$ cat config.mk
export PLATFORM = sky130hd
export DESIGN_NAME = booth_multiplier
export DESIGN_NICKNAME = d
export VERILOG_FILES = /design/src/rtl/booth_multiplier.sv
export SDC_FILE = /design/constraint.sdc
export NUM_CORES = 1
export LEC_CHECK = 0
export ABC_AREA = 1
export ABC_CLOCK_PERIOD_IN_PS = 5200
export BUFFER_PORTS_ARGS = -buffer_cell sky130_fd_sc_hd__buf_4
export CORE_MARGIN = 2
export CORE_UTILIZATION = 45
export CTS_CLUSTER_SIZE = 20
export DETAILED_ROUTE_END_ITERATION = 10
export GPL_TIMING_DRIVEN = 0
export PLACE_DENSITY = 0.72
export SKIP_LAST_GASP = 1
export SLEW_MARGIN = 20
export SYNTH_ARGS = -nofsm -noshare
export SYNTH_HDL_FRONTEND = slang
export SYNTH_SLANG_ARGS = --single-unit
$ cat constraint.sdc
create_clock -name clock -period 5.2 [get_ports clock]
set_input_delay 1.04 -clock clock [delete_from_list [all_inputs] [get_ports clock]]
set_output_delay 1.04 -clock clock [all_outputs]
set_load 0.02 [all_outputs]
$ cat src/rtl/booth_multiplier.sv
// booth_multiplier: sequential signed 32x32 radix-2 Booth multiplier driving a 32-bit CLA, one step per cycle.
// Optional MULT_ZERO_BYPASS_EN: a zero operand skips the Booth loop and completes the cycle after start.
module booth_cla32 (
  input  logic [31:0] a,
  input  logic [31:0] b,
  input  logic        cin,
  output logic [31:0] sum,
  output logic        cout
);
  logic [31:0] g, p;
  logic [7:0]  bg, bp;
  logic [8:0]  gc;
  assign g = a & b;
  assign p = a ^ b;
  genvar k;
  for (k = 0; k < 8; k++) begin : grp
    logic [3:0] gg, pp, c;
    assign gg = g[4*k +: 4];
    assign pp = p[4*k +: 4];
    assign bg[k] = gg[3] | pp[3] & gg[2] | pp[3] & pp[2] & gg[1] | pp[3] & pp[2] & pp[1] & gg[0];
    assign bp[k] = &pp;
    assign c = {gg[2] | pp[2] & gg[1] | pp[2] & pp[1] & gg[0] | pp[2] & pp[1] & pp[0] & gc[k],
                gg[1] | pp[1] & gg[0] | pp[1] & pp[0] & gc[k],
                gg[0] | pp[0] & gc[k],
                gc[k]};
    assign sum[4*k +: 4] = pp ^ c;
  end
  always_comb begin
    gc[0] = cin;
    for (int i = 0; i < 8; i++) gc[i+1] = bg[i] | bp[i] & gc[i];
  end
  assign cout = gc[8];
endmodule

module booth_multiplier #(
  parameter int ITERATIONS = 32
) (
  input  logic        clock,
  input  logic        reset,
  input  logic        ctrl_MULT,
  input  logic [31:0] data_operandA,
  input  logic [31:0] data_operandB,
  output logic [31:0] data_result,
  output logic        data_exception,
  output logic        data_resultRDY,
  output logic        busy
);
  typedef enum logic [1:0] {IDLE, RUN, DONE} state_t;
  state_t      state, state_n;
  logic [32:0] m, acc, m_op, acc_sum, acc_n;
  logic [31:0] q, sum;
  logic [5:0]  counter;
  logic        qm1, sub, add_en, cout, zero_op, step, finish, last;
`ifdef MULT_ZERO_BYPASS_EN
  assign zero_op = data_operandA == '0 || data_operandB == '0;
`else
  assign zero_op = 1'b0;
`endif
  assign last = counter == 6'(ITERATIONS - 1);
  always_ff @(posedge clock or posedge reset)
    if (reset) state <= IDLE;
    else state <= state_n;
  always_comb
    state_n = ctrl_MULT ? (zero_op ? DONE : RUN) : state == RUN ? (last ? DONE : RUN) : IDLE;
  always_comb begin
    busy = state != IDLE;
    step = state == RUN && !ctrl_MULT;
    finish = state == DONE && !ctrl_MULT;
  end
  // The 33rd accumulator bit is formed outside the 32-bit adder from its carry-out.
  assign sub = q[0] & ~qm1;
  assign add_en = q[0] ^ qm1;
  assign m_op = sub ? ~m : m;
  booth_cla32 u_cla (.a(acc[31:0]), .b(m_op[31:0]), .cin(sub), .sum(sum), .cout(cout));
  assign acc_sum = {acc[32] ^ m_op[32] ^ cout, sum};
  assign acc_n = add_en ? acc_sum : acc;
  always_ff @(posedge clock or posedge reset)
    if (reset) begin
      m <= '0;
      acc <= '0;
      q <= '0;
      qm1 <= 1'b0;
      counter <= '0;
      data_result <= '0;
      data_exception <= 1'b0;
      data_resultRDY <= 1'b0;
    end else begin
      if (ctrl_MULT) begin
        m <= zero_op ? '0 : {data_operandA[31], data_operandA};
        acc <= '0;
        q <= zero_op ? '0 : data_operandB;
        qm1 <= 1'b0;
        counter <= '0;
      end else if (step) begin
        {acc, q, qm1} <= {acc_n[32], acc_n, q};
        counter <= counter + 6'd1;
      end
      data_resultRDY <= finish;
      if (finish) begin
        data_result <= q;
        data_exception <= ~(&{acc[31:0], q[31]} | ~|{acc[31:0], q[31]});
      end
    end
endmodule
==> run_results.csv <==
group,metric,value,unit
run_status,outcome,"finished, final reports clean",
yosys,async_reset_ff_share,100,%
pwr,power.share.combinational,27.1,%
yosys,ys_types,35,
grt,globalRouteMet2Util,34.3,%
floorplan,die_x,132,µm
yosys,synth_compound_area_share,14.5,%
yosys,synth_edf_count,0,
timing,tightest_slew,0.799,ns
clocking,cts_hold_buffers,0,
timing,fin_crit_sh,76.6,%
yosys,yosys-top-cells-area,"dfrtp_1, nand2_1, ha_1, o21ai_0, inv_1",
floorplan,core,15900,µm²
detailed_routing,first_pass_iters,6,
place,post_dp_cell_area,8440,µm²
clocking,path_clk_slew,0.06,ns
layout,drive_gt1_share,15.6,%
yosys,synth_xor_area_share,4.74,%
layout,design_area,9030,µm²
pwr,ir_drop,0.292,mV
yosys,synthFlopType,"dfrtp_1",
yosys,yosys_warnings,0,
yosys,synth_common_cells,"nand2_1, dfrtp_1, inv_1, o21ai_0, clkbuf_1",
yosys,yosys.area_share.simple,19.2,%
place,hpwl,12.5,mm
timing,max_slew_margin,46.7,%
pwr,finalPower,3500,µW
pwr,clkPwrFrac,35.0,%
yosys,ys_seq_elements,139,
flow_run,maxCapViolations,0,
clocking,clockBufferDepth,2,
grt,met1_usage,28.0,%
pwr,intPower,2350,µW
pwr,p_leak,0.00459,µW
timing,min_period,3.98,ns
worst_setup_path,timing.rr.start,"qm1",
yosys,synth_largest_type_area_fraction,47.1,%
timing,finalHoldViolCount,0,
detailed_routing,drt_iter0_drc,489,
timing,max_freq,0.251,GHz
yosys,synthCells,864,
worst_hold_path,hold_class,"register to register",
detailed_routing,drt-total-wl,17.5,mm
worst_setup_path,arrival,4.31,ns
grt,grt_max_degree,107,
place,port_buffers,100,
timing,rsz0062_at_grt,"no",
pwr,pwr-share-seq,37.9,%
yosys,synthMuxAreaShare,0,%
grt,first_global_vias,6029,
grt,grt_use_met3,4.69,%
grt,antenna_found_initial,0,
floorplan,rows,46,
clocking,cts_root_buffer,"clkbuf_16",
layout,area_delta_synth_final,22.3,%
layout,finalNetCount,1092,
detailed_routing,postRouteAntennaNets,0,
grt,track_usage,20.9,%
floorplan,die_area,17500,µm²
worst_setup_path,cp_max_fo,10,
floorplan,ios,102,
detailed_routing,viasPerCell,5.17,
detailed_routing,vias,6260,
clocking,htree_levels,4,
timing,clock_skew,0.00769,ns
timing,final-setup-viol-count,0,
pwr,power_density,387,nW/µm²
worst_setup_path,crit_start,"qm1",
grt,overflow,0,
clocking,cts_buffers,17,
worst_setup_path,cp.required,5.52,ns
yosys,post-synth-top-count-cell,"nand2_1",
layout,diodes,0,
yosys,synth_top_cell_by_area,"dfrtp_1",
yosys,synth_top_family_by_area,"simple AND/OR/NAND/NOR gates",
place,gp_congestion,0.836,
worst_setup_path,path_class,"register to register",
pwr,p_sw_share,32.9,%
yosys,avgSynthCellArea,8.55,µm²
yosys,syn_area,7390,µm²
yosys,syn_nets,972,
grt,grt_first_pass_wirelength,29.4,mm
worst_hold_path,hp-start,"state[0]",
floorplan,start_util,46.3,%
clocking,cts.sinks,139,
detailed_routing,wire_per_inst,14.4,µm
timing,worst_hold_slack,0.472,ns
clocking,clk_latency,0.43,ns
yosys,synth_seq_area_share,47.1,%
clocking,cts_tree,"yes",
layout,fillCellCount,1470,
detailed_routing,drc,0,
worst_setup_path,cp-end-kind,"register",
pwr,switchingPower,1150,µW
grt,busiest_layer,"met2",
clocking,cts_resized,0,
timing,slew_violations,0,
clocking,post_cts_buffers,0,
floorplan,die_h,132,µm
yosys,yosys.area_share.adder,7.66,%
worst_setup_path,critical_path.startpoint_type,"register",
-- power groups by stage --
stage | registers (µW) | clock network, µW | logic (µW)
after floorplan | 1320 | 0 | 704
after global placement | 1340 | 0 | 913
after detailed placement | 1340 | 0 | 940
after CTS | 1320 | 1240 | 953
after global routing | 1340 | 1300 | 1090
final | 1330 | 1220 | 947
-- area by class of cell --
class                      count  area [µm²]  area share [%]
sequential                   139        3480            38.5
multi-input combinational    592        3410            37.7
timing repair buffer         101         778            8.61
clock buffer                  19         443            4.90
inverter                      90         345            3.82
tap                          216         270            2.99
buffer                        43         165            1.83
clock inverter                12         149            1.65
-- layout by cell type, fill, tap and decap left out, types with 2 or more instances in the layout --
| cell | netlist | layout |
|---|---|---|
| buf_4 | 1 | 101 |
| o21ai_1 | 8 | 8 |
| a21oi_1 | 37 | 37 |
| o211ai_1 | 4 | 4 |
| nor2_1 | 35 | 35 |
| inv_2 | 2 | 2 |
| o221ai_1 | 31 | 31 |
| nor3_1 | 4 | 4 |
| fa_1 | 7 | 7 |
| nand2_2 | 8 | 8 |
| ha_1 | 34 | 34 |
| or2_2 | 2 | 2 |
| xnor2_1 | 3 | 3 |
| buf_1 | 2 | 2 |
| clkbuf_16 | 0 | 17 |
| a32o_1 | 2 | 2 |
| a31oi_1 | 2 | 2 |
| nand4_1 | 12 | 12 |
| dfrtp_1 | 139 | 139 |
| clkinv_4 | 0 | 3 |
| clkinv_2 | 0 | 5 |
| nand3_1 | 19 | 19 |
| nand2_4 | 8 | 8 |
| clkbuf_1 | 40 | 41 |
| bufinv_16 | 0 | 3 |
| nor4_1 | 10 | 10 |
| xor2_1 | 37 | 37 |
| nand2_1 | 232 | 232 |
| inv_1 | 87 | 86 |
| o21ai_0 | 79 | 79 |
| o22ai_1 | 11 | 11 |
-- worst max-delay path, stage by stage (launching register included) --
cell	delay [ns]
dfrtp_1	0.36
inv_1	0.07
ha_1	0.14
buf_4	0.17
clkbuf_1	0.58
xor2_1	0.14
ha_1	0.37
a21oi_1	0.18
nand2_1	0.08
a21oi_2	0.15
nand2_4	0.09
nand2_4	0.07
nand2_4	0.06
nand2_4	0.07
nand2_4	0.06
nand2_4	0.07
nand2_4	0.06
nand2_2	0.09
nand2_4	0.07
nand2_2	0.07
nand2_2	0.07
fa_1	0.53
nor2_1	0.05
o32ai_1	0.27
-- layer usage --
metal,vias up,share of wire [%]
met5,-,0
met4,0,1.2
met3,24,5.8
met2,197,47
met1,2930,46
li1,3109,-
-- metrics by stage --
step | setup TNS (ns) | std cells | util, % | setup WS [ns]
after floorplan | 0 | 864 | - | 0.435
after global placement | -156.71 | 1180 | 52.7 | -1.14
after detailed placement | 0 | 1181 | 53.0 | 1.21
after CTS | 0 | 1212 | 56.7 | 1.16
after global routing | 0 | 1212 | 56.7 | 0.906
final | 0 | 1212 | 56.7 | 1.22
-- registers in the layout, indices dropped and copies added, names as in the netlist --
signal and count:
state 2, m 32, data_result 32, counter 6
qm1 1, acc 32, data_exception 1, data_resultRDY 1
q 32
-- final timing paths --
| check | to | slack [ns] | cells after the start |
|---|---|---|---|
| worst min-delay path | data_resultRDY | 0.47 | 1 |
| worst max-delay path | acc[27] | 1.22 | 23 |
| max in group asynchronous | m[27] | 3.85 | 3 |
| worst min register to register | data_resultRDY | 0.47 | 1 |
| min in group asynchronous | data_result[24] | 0.56 | 2 |
| worst max register to register | acc[27] | 1.22 | 23 |
-- logic make-up (layout without fill, tap and decap cells) --
group	after synthesis	in the layout
buffers and inverters	133	265
AO/OA/AOI/OAI	180	180
flip-flops	139	139
AND/OR/NAND/NOR	331	331
adder cells (fa/ha/maj)	41	41
XOR/XNOR	40	40
No activity file was read; power rests on OpenSTA's default activity.
